File: config.mk
export PLATFORM = sky130hd
export DESIGN_NAME = popcount_chunk_sequencer_flat
export DESIGN_NICKNAME = d
export VERILOG_FILES = /design/src/rtl/popcount_ctrl_pkg.sv /design/src/rtl/popcount_chunk_sequencer_if.sv /design/src/rtl/popcount_chunk_stage.sv /design/src/rtl/popcount_chunk_sequencer.sv /design/src/flat_wrapper.sv
export SDC_FILE = /design/constraint.sdc
export NUM_CORES = 1
export LEC_CHECK = 0
export CAP_MARGIN = 15
export CORE_MARGIN = 2
export CORE_UTILIZATION = 49
export DETAILED_ROUTE_END_ITERATION = 8
export PLACE_DENSITY = 0.75
export SYNTH_ARGS = -nofsm -noshare
export SYNTH_HDL_FRONTEND = slang
export SYNTH_SLANG_ARGS = --single-unit
File: constraint.sdc
create_clock -name clk -period 3.55 [get_ports clk]
set_clock_uncertainty 0.05 [all_clocks]
set_input_delay 0.71 -clock clk [delete_from_list [all_inputs] [get_ports clk]]
set_output_delay 0.71 -clock clk [all_outputs]
set_load 0.05 [all_outputs]
File: src/rtl/popcount_ctrl_pkg.sv
// Shared types and width helper for the chunked popcount sequencer and its bench.
package popcount_ctrl_pkg;

    typedef enum logic [1:0] {
        IDLE  = 2'd0,
        RUN   = 2'd1,
        DRAIN = 2'd2
    } popcnt_state_t;

    // Bits needed to hold a count of 0..w inclusive.
    function automatic int cnt_w(input int w);
        return $clog2(w) + 1;
    endfunction

endpackage

File: src/rtl/popcount_chunk_sequencer_if.sv
// Word-in / count-out handshake bundle of the chunked popcount sequencer.
interface popcount_chunk_sequencer_if #(
    parameter int DATA_W = 64,
    parameter int CNT_W  = popcount_ctrl_pkg::cnt_w(64)
);
    logic [DATA_W-1:0] data_i;
    logic              data_val_i;
    logic              data_ready_o;
    logic [CNT_W-1:0]  data_o;
    logic              data_val_o;
    logic              busy_o;

    modport master (
        output data_i, data_val_i,
        input  data_ready_o, data_o, data_val_o, busy_o
    );

    modport slave (
        input  data_i, data_val_i,
        output data_ready_o, data_o, data_val_o, busy_o
    );
endinterface

File: src/rtl/popcount_chunk_stage.sv
// Registered popcount of one CHUNK_W-bit slice, one cycle of latency.
module popcount_chunk_stage
    import popcount_ctrl_pkg::*;
#(
    parameter int CHUNK_W = 16
) (
    input  logic                        clk,
    input  logic                        rst_n_i,
    input  logic [CHUNK_W-1:0]          chunk_i,
    input  logic                        chunk_val_i,
    output logic [cnt_w(CHUNK_W)-1:0]   cnt_o,
    output logic                        cnt_val_o
);
    localparam int PCNT_W = cnt_w(CHUNK_W);

    logic [PCNT_W-1:0] sum_s;

    // Ones count of the presented slice.
    always_comb begin
        sum_s = {PCNT_W{1'b0}};
        for (int i = 0; i < CHUNK_W; i++) begin
            sum_s = sum_s + PCNT_W'(chunk_i[i]);
        end
    end

    // Output register for the partial count and its valid.
    always_ff @(posedge clk or negedge rst_n_i) begin
        if (!rst_n_i) begin
            cnt_o     <= {PCNT_W{1'b0}};
            cnt_val_o <= 1'b0;
        end else begin
            cnt_o     <= sum_s;
            cnt_val_o <= chunk_val_i;
        end
    end
endmodule

File: src/rtl/popcount_chunk_sequencer.sv
// Popcount of a DATA_W word computed one CHUNK_W slice per cycle through a shared stage.
// Optional POPCNT_ZERO_SKIP_EN: an all-zero word is answered in one cycle without entering RUN.
module popcount_chunk_sequencer
    import popcount_ctrl_pkg::*;
#(
    parameter int DATA_W  = 64,
    parameter int CHUNK_W = 16
) (
    input  logic                       clk,
    input  logic                       rst_n_i,
    popcount_chunk_sequencer_if.slave  bus
);
    localparam int NUM_CHUNKS = DATA_W / CHUNK_W;
    localparam int CNT_W      = cnt_w(DATA_W);
    localparam int PCNT_W     = cnt_w(CHUNK_W);
    localparam int IDX_W      = (NUM_CHUNKS > 1) ? $clog2(NUM_CHUNKS) : 1;

    if ((DATA_W % CHUNK_W) != 0) begin : g_width_err
        $error("DATA_W must be an integer multiple of CHUNK_W");
    end

    popcnt_state_t      state_r;
    logic [DATA_W-1:0]  shreg_r;
    logic [IDX_W-1:0]   idx_r;
    logic [CNT_W-1:0]   acc_r;
    logic [CNT_W-1:0]   data_r;
    logic               val_r;
    logic               ready_r;
    logic               busy_r;

    logic [PCNT_W-1:0]  stage_cnt_s;
    logic               stage_val_s;
    logic [CNT_W-1:0]   acc_next_s;
    logic               skip_s;

    popcount_chunk_stage #(.CHUNK_W(CHUNK_W)) u_stage (
        .clk         (clk),
        .rst_n_i     (rst_n_i),
        .chunk_i     (shreg_r[CHUNK_W-1:0]),
        .chunk_val_i (state_r == RUN),
        .cnt_o       (stage_cnt_s),
        .cnt_val_o   (stage_val_s)
    );

    assign acc_next_s = acc_r + (stage_val_s ? CNT_W'(stage_cnt_s) : {CNT_W{1'b0}});

`ifdef POPCNT_ZERO_SKIP_EN
    assign skip_s = (bus.data_i == {DATA_W{1'b0}});
`else
    assign skip_s = 1'b0;
`endif

    // Sequencer FSM: accept, issue chunks LSB first, drain the last partial, publish.
    always_ff @(posedge clk or negedge rst_n_i) begin
        if (!rst_n_i) begin
            state_r <= IDLE;
            shreg_r <= {DATA_W{1'b0}};
            idx_r   <= {IDX_W{1'b0}};
            acc_r   <= {CNT_W{1'b0}};
            data_r  <= {CNT_W{1'b0}};
            val_r   <= 1'b0;
            ready_r <= 1'b1;
            busy_r  <= 1'b0;
        end else begin
            val_r <= 1'b0;
            acc_r <= acc_next_s;
            case (state_r)
                IDLE: begin
                    if (bus.data_val_i && ready_r) begin
                        if (skip_s) begin
                            data_r <= {CNT_W{1'b0}};
                            val_r  <= 1'b1;
                        end else begin
                            shreg_r <= bus.data_i;
                            acc_r   <= {CNT_W{1'b0}};
                            idx_r   <= {IDX_W{1'b0}};
                            ready_r <= 1'b0;
                            busy_r  <= 1'b1;
                            state_r <= RUN;
                        end
                    end
                end
                RUN: begin
                    shreg_r <= shreg_r >> CHUNK_W;
                    idx_r   <= idx_r + IDX_W'(1);
                    if (idx_r == IDX_W'(NUM_CHUNKS - 1)) begin
                        state_r <= DRAIN;
                    end
                end
                DRAIN: begin
                    data_r  <= acc_next_s;
                    val_r   <= 1'b1;
                    acc_r   <= {CNT_W{1'b0}};
                    ready_r <= 1'b1;
                    busy_r  <= 1'b0;
                    state_r <= IDLE;
                end
                default: begin
                    ready_r <= 1'b1;
                    busy_r  <= 1'b0;
                    state_r <= IDLE;
                end
            endcase
        end
    end

    assign bus.data_ready_o = ready_r;
    assign bus.data_o       = data_r;
    assign bus.data_val_o   = val_r;
    assign bus.busy_o       = busy_r;
endmodule

File: src/flat_wrapper.sv
// flat-port wrapper written by rule: the top's interface ports become plain ports
module popcount_chunk_sequencer_flat import popcount_ctrl_pkg::*;
#(
    parameter int DATA_W  = 64,
    parameter int CHUNK_W = 16
)
  (clk, rst_n_i, bus_data_i, bus_data_val_i, bus_data_ready_o, bus_data_o, bus_data_val_o, bus_busy_o);
  popcount_chunk_sequencer_if #(.DATA_W(DATA_W), .CNT_W((cnt_w(DATA_W)))) bus_i ();
  input  logic clk;
  input  logic rst_n_i;
  input wire logic [$bits(bus_i.data_i)-1:0] bus_data_i;
  input wire logic [$bits(bus_i.data_val_i)-1:0] bus_data_val_i;
  output wire logic [$bits(bus_i.data_ready_o)-1:0] bus_data_ready_o;
  output wire logic [$bits(bus_i.data_o)-1:0] bus_data_o;
  output wire logic [$bits(bus_i.data_val_o)-1:0] bus_data_val_o;
  output wire logic [$bits(bus_i.busy_o)-1:0] bus_busy_o;
  assign bus_i.data_i = bus_data_i;
  assign bus_i.data_val_i = bus_data_val_i;
  assign bus_data_ready_o = bus_i.data_ready_o;
  assign bus_data_o = bus_i.data_o;
  assign bus_data_val_o = bus_i.data_val_o;
  assign bus_busy_o = bus_i.busy_o;
  popcount_chunk_sequencer #(.DATA_W(DATA_W), .CHUNK_W(CHUNK_W)) u_core (.clk(clk), .rst_n_i(rst_n_i), .bus(bus_i));
endmodule
==> metrics <==
FILL cells=771; gp weighted congestion=approximately 0.73; final hold violation count=0; Avg Inst Size Synth=11.0 um2; xor/xnor cell area share of the yosys netlist=0.00579; type of the most critical hold path=primary input to asynchronous set/reset pin; arithmetic-cell share of the synthesized area counting full adders, half adders and majority gates=0.0789; crit path launch type=register; peak ir drop on the vdd network=~0.20 mV; H-tree levels=3; combinational family with the most area after synthesis=compound AO/OA/AOI/OAI gates; minimum period implied by the final worst setup slack=3.39 ns; clock-pin slew on the worst setup and hold paths=0.09 ns; upper clock frequency limit=between 0.2 and 0.3 GHz; final hold slack=between 0.3 and 0.4 ns; Relative slew margins=0.554; placeable core region=9110 um2; origin of the critical flop-to-flop path=u_core.shreg_r[5]$_DFFE_PN0P_; buffer count from post-CTS setup fixing=0; start point of the critical path=u_core.shreg_r[5]$_DFFE_PN0P_; number of synthesized register bits=91; area of the die=10000 um2; outcome=complete, no violations; Post-Syn Instances=413; final WL=9380 um; sinks on the clock net=91; ranking of synthesized cells by area=sky130_fd_sc_hd__dfrtp_1, sky130_fd_sc_hd__mux2i_1, sky130_fd_sc_hd__o21ai_0, sky130_fd_sc_hd__fa_1, sky130_fd_sc_hd__a22o_1; sequential-to-total area share from yosys stat=0.502; total count of max-transition violations in the final report=0; Clock Tree Root=sky130_fd_sc_hd__clkbuf_8; leakage power total=2.47 nW; type of the worst setup path=register to register; sequential standard cell area=2280 um2; diode insertion count for antenna repair=0; area used by multi-input combinational logic=1990 um2; net count after synthesis=approximately 500; count of synthesis-stage warnings from yosys=0; unrepaired setup endpoints after global routing=no; DP Wirelength=6400 um; via/cell ratio=5.53; gr usage total=0.195; DRC violation count after routing=0; synthesis-to-finish area growth=21.6%; initial standard-cell utilization of the core=0.498; routed wirelength normalized by instance count=around 16 um; row cnt=35; cell area after synthesis=4540 um2; fraction of layout instances using a drive strength above 1=0.0621; Synth Area in Compound Gates=0.188; number of maximum-capacitance violations=0; transition at the pin with the smallest max-transition slack=0.667 ns; Yosys top cell area share=0.496; I/O pins=77; power density cells=roughly 330 nW/um2; initial drt markers=202; Chip Width=between 100 and 150 um; Post-DRT Antenna Nets=0; fraction of the cycle the final worst path needs=0.954; Crit path arrival time=3.62 ns; post-cts hold buffer count=0; length of the first detailed-routing pass in iterations=4; vias in the first global route=approximately 3300; latest clock arrival within the worst-skew pair=~0.35 ns; TritonCTS Buffers=9; share of synthesized cell area in and, or, nand and nor gates=0.0488; number of distinct library cell variants in the gate-level netlist after synthesis=40; required time at the worst-slack endpoint=3.78 ns; peak fanout along the critical path=2; mux cell area share after synthesis=0.113; via total after detailed routing=3286; first-pass GRT wire length=15700 um; number of antenna violations at the first check in global routing=0; CTS tree=done; overall die height=100 um; cell type with the largest total area after synthesis=sky130_fd_sc_hd__dfrtp_1; leftover overflow at the end of global routing=0; Finish-stage setup viols=0; maximum number of pins on one net before global-route repair=92; number of port buffers=76; Max clock buf depth=2; critical path capture point type=register; Setup Total Neg Slack=0 ns; number of nets in the finished design=around 570
## cell type report
class                   instances  area share
well taps                     111      0.0252
clock inverters                 5     0.00499
flip-flops and latches         91       0.413
multi-input cells             262       0.361
repair buffers                 81       0.146
inverters                      33      0.0224
clock buffers                  11      0.0274
## Yosys cell counts
cell type,number
sky130_fd_sc_hd__nand4_1,1
sky130_fd_sc_hd__nand2b_1,1
sky130_fd_sc_hd__nor2_1,5
sky130_fd_sc_hd__and4b_1,1
sky130_fd_sc_hd__buf_4,5
sky130_fd_sc_hd__dfstp_2,1
sky130_fd_sc_hd__buf_2,5
sky130_fd_sc_hd__o211a_1,2
sky130_fd_sc_hd__a21oi_1,6
sky130_fd_sc_hd__nand3b_1,1
sky130_fd_sc_hd__nor3_4,1
sky130_fd_sc_hd__a2111oi_0,1
sky130_fd_sc_hd__mux2_2,1
sky130_fd_sc_hd__dfrtp_1,90
sky130_fd_sc_hd__a211o_1,2
sky130_fd_sc_hd__o31ai_1,3
sky130_fd_sc_hd__a22o_1,17
sky130_fd_sc_hd__clkbuf_2,1
sky130_fd_sc_hd__a21oi_2,1
sky130_fd_sc_hd__fa_1,11
sky130_fd_sc_hd__o21ai_0,96
sky130_fd_sc_hd__nand2_1,14
sky130_fd_sc_hd__clkbuf_1,11
sky130_fd_sc_hd__or2_4,1
sky130_fd_sc_hd__ha_1,11
sky130_fd_sc_hd__o21a_1,3
sky130_fd_sc_hd__a22oi_1,2
sky130_fd_sc_hd__nand3_1,2
sky130_fd_sc_hd__o21ai_1,6
sky130_fd_sc_hd__nor2b_1,4
sky130_fd_sc_hd__xnor2_1,3
sky130_fd_sc_hd__nor3b_1,1
sky130_fd_sc_hd__buf_6,5
sky130_fd_sc_hd__a21o_1,4
sky130_fd_sc_hd__a31oi_1,1
sky130_fd_sc_hd__nor3_1,3
sky130_fd_sc_hd__inv_1,33
sky130_fd_sc_hd__mux2i_1,50
sky130_fd_sc_hd__a2111o_1,1
sky130_fd_sc_hd__and2_1,6
## logic make-up (layout without fill, tap and decap cells)
group                      after synthesis  in the layout
DFF                                     91             91
adders and majority gates               22             22
AOI/OAI and AO/OA                      145            145
muxes                                   51             51
xor gates and xnor gates                 3              3
buffers and inverters                   60            130
and+or+nand+nor                         41             41
## flip-flops by register name, summed over array words and instances (netlist names)
register	flops
u_core.acc_r	7
u_core.bus.busy_o	1
u_core.bus.data_o	7
u_core.bus.data_ready_o	1
u_core.bus.data_val_o	1
u_core.idx_r	2
u_core.shreg_r	64
u_core.state_r	2
u_core.u_stage.cnt_o	5
u_core.u_stage.cnt_val_o	1
## stage by stage
step / utilization / power (mW) / cells / instance area [um2] / worst slack, ns
floorplan: - / 1.07 / 413 / 4540 / 0.309
global placement: 0.586 / 1.17 / 578 / 5330 / 0.262
detailed placement: 0.586 / 1.17 / 578 / 5330 / 0.121
CTS: 0.605 / 1.82 / 594 / 5510 / 0.0988
global route: 0.606 / 1.86 / 594 / 5520 / 0.00445
finish: 0.606 / 1.80 / 594 / 5520 / 0.162
## critical path: stages, from the launching register on
cell                      delay [ns]
sky130_fd_sc_hd__dfrtp_1        0.36
sky130_fd_sc_hd__inv_1          0.06
sky130_fd_sc_hd__fa_1           0.57
sky130_fd_sc_hd__fa_1           0.44
sky130_fd_sc_hd__fa_1           0.43
sky130_fd_sc_hd__fa_1           0.58
sky130_fd_sc_hd__inv_1          0.06
sky130_fd_sc_hd__ha_1           0.30
sky130_fd_sc_hd__a21o_1         0.17
sky130_fd_sc_hd__a21oi_1        0.18
sky130_fd_sc_hd__xnor2_1        0.13
## routing by layer
metal  GRT usage  part of all wire  routed length, um
met4      0.0601             0.012                113
met2       0.320              0.50               4650
met1       0.269              0.46               4270
met3      0.0327             0.036                341
met5           0                 0                  0
## report_power, final
part	leakage [nW]	switching, mW	internal [mW]
Combinational	1.12	0.0405	0.0738
Clock	0.0949	0.363	0.288
Sequential	1.25	0	1.04
Total	2.47	0.403	1.40
## placed cells by master, fill, tap and decap left out, types with 2 or more instances in the layout
master | Yosys | final
sky130_fd_sc_hd__a22o_1 | 17 | 17
sky130_fd_sc_hd__o21a_1 | 3 | 3
sky130_fd_sc_hd__a211o_1 | 2 | 2
sky130_fd_sc_hd__ha_1 | 11 | 11
sky130_fd_sc_hd__clkbuf_8 | 0 | 11
sky130_fd_sc_hd__and2_1 | 6 | 6
sky130_fd_sc_hd__clkinv_2 | 0 | 4
sky130_fd_sc_hd__o31ai_1 | 3 | 3
sky130_fd_sc_hd__nor2_1 | 5 | 5
sky130_fd_sc_hd__xnor2_1 | 3 | 3
sky130_fd_sc_hd__nand3_1 | 2 | 2
sky130_fd_sc_hd__buf_4 | 5 | 5
sky130_fd_sc_hd__nand2_1 | 14 | 14
sky130_fd_sc_hd__inv_1 | 33 | 33
sky130_fd_sc_hd__a21oi_1 | 6 | 6
sky130_fd_sc_hd__fa_1 | 11 | 10
sky130_fd_sc_hd__a21o_1 | 4 | 4
sky130_fd_sc_hd__a22oi_1 | 2 | 2
sky130_fd_sc_hd__nor3_1 | 3 | 3
sky130_fd_sc_hd__o21ai_0 | 96 | 96
sky130_fd_sc_hd__mux2i_1 | 50 | 50
sky130_fd_sc_hd__o21ai_1 | 6 | 6
sky130_fd_sc_hd__clkdlybuf4s50_1 | 0 | 75
sky130_fd_sc_hd__o211a_1 | 2 | 2
sky130_fd_sc_hd__dfrtp_1 | 90 | 90
sky130_fd_sc_hd__nor2b_1 | 4 | 2
## path summary, 6_finish.rpt
path | end | slack [ns] | cells after the start
setup / recovery | u_core.u_stage.cnt_o[3]$_DFF_PN0_ | 0.16 | 10
hold / removal | u_core.bus.data_val_o$_DFF_PN0_ | 0.32 | 2
setup reg to reg | u_core.u_stage.cnt_o[3]$_DFF_PN0_ | 0.16 | 10
hold reg to reg | u_core.bus.data_o[3]$_DFFE_PN0P_ | 0.44 | 2
max in group asynchronous | u_core.shreg_r[45]$_DFFE_PN0P_ | 2.73 | 2
min in group clk | u_core.bus.data_o[3]$_DFFE_PN0P_ | 0.44 | 2
## repair_timing
item	in CTS	in global routing
endpoints found under the hold margin	0	0
gates resized for setup	0	2
endpoints found under the setup margin	0	2
(Power assumes the default switching activity.)
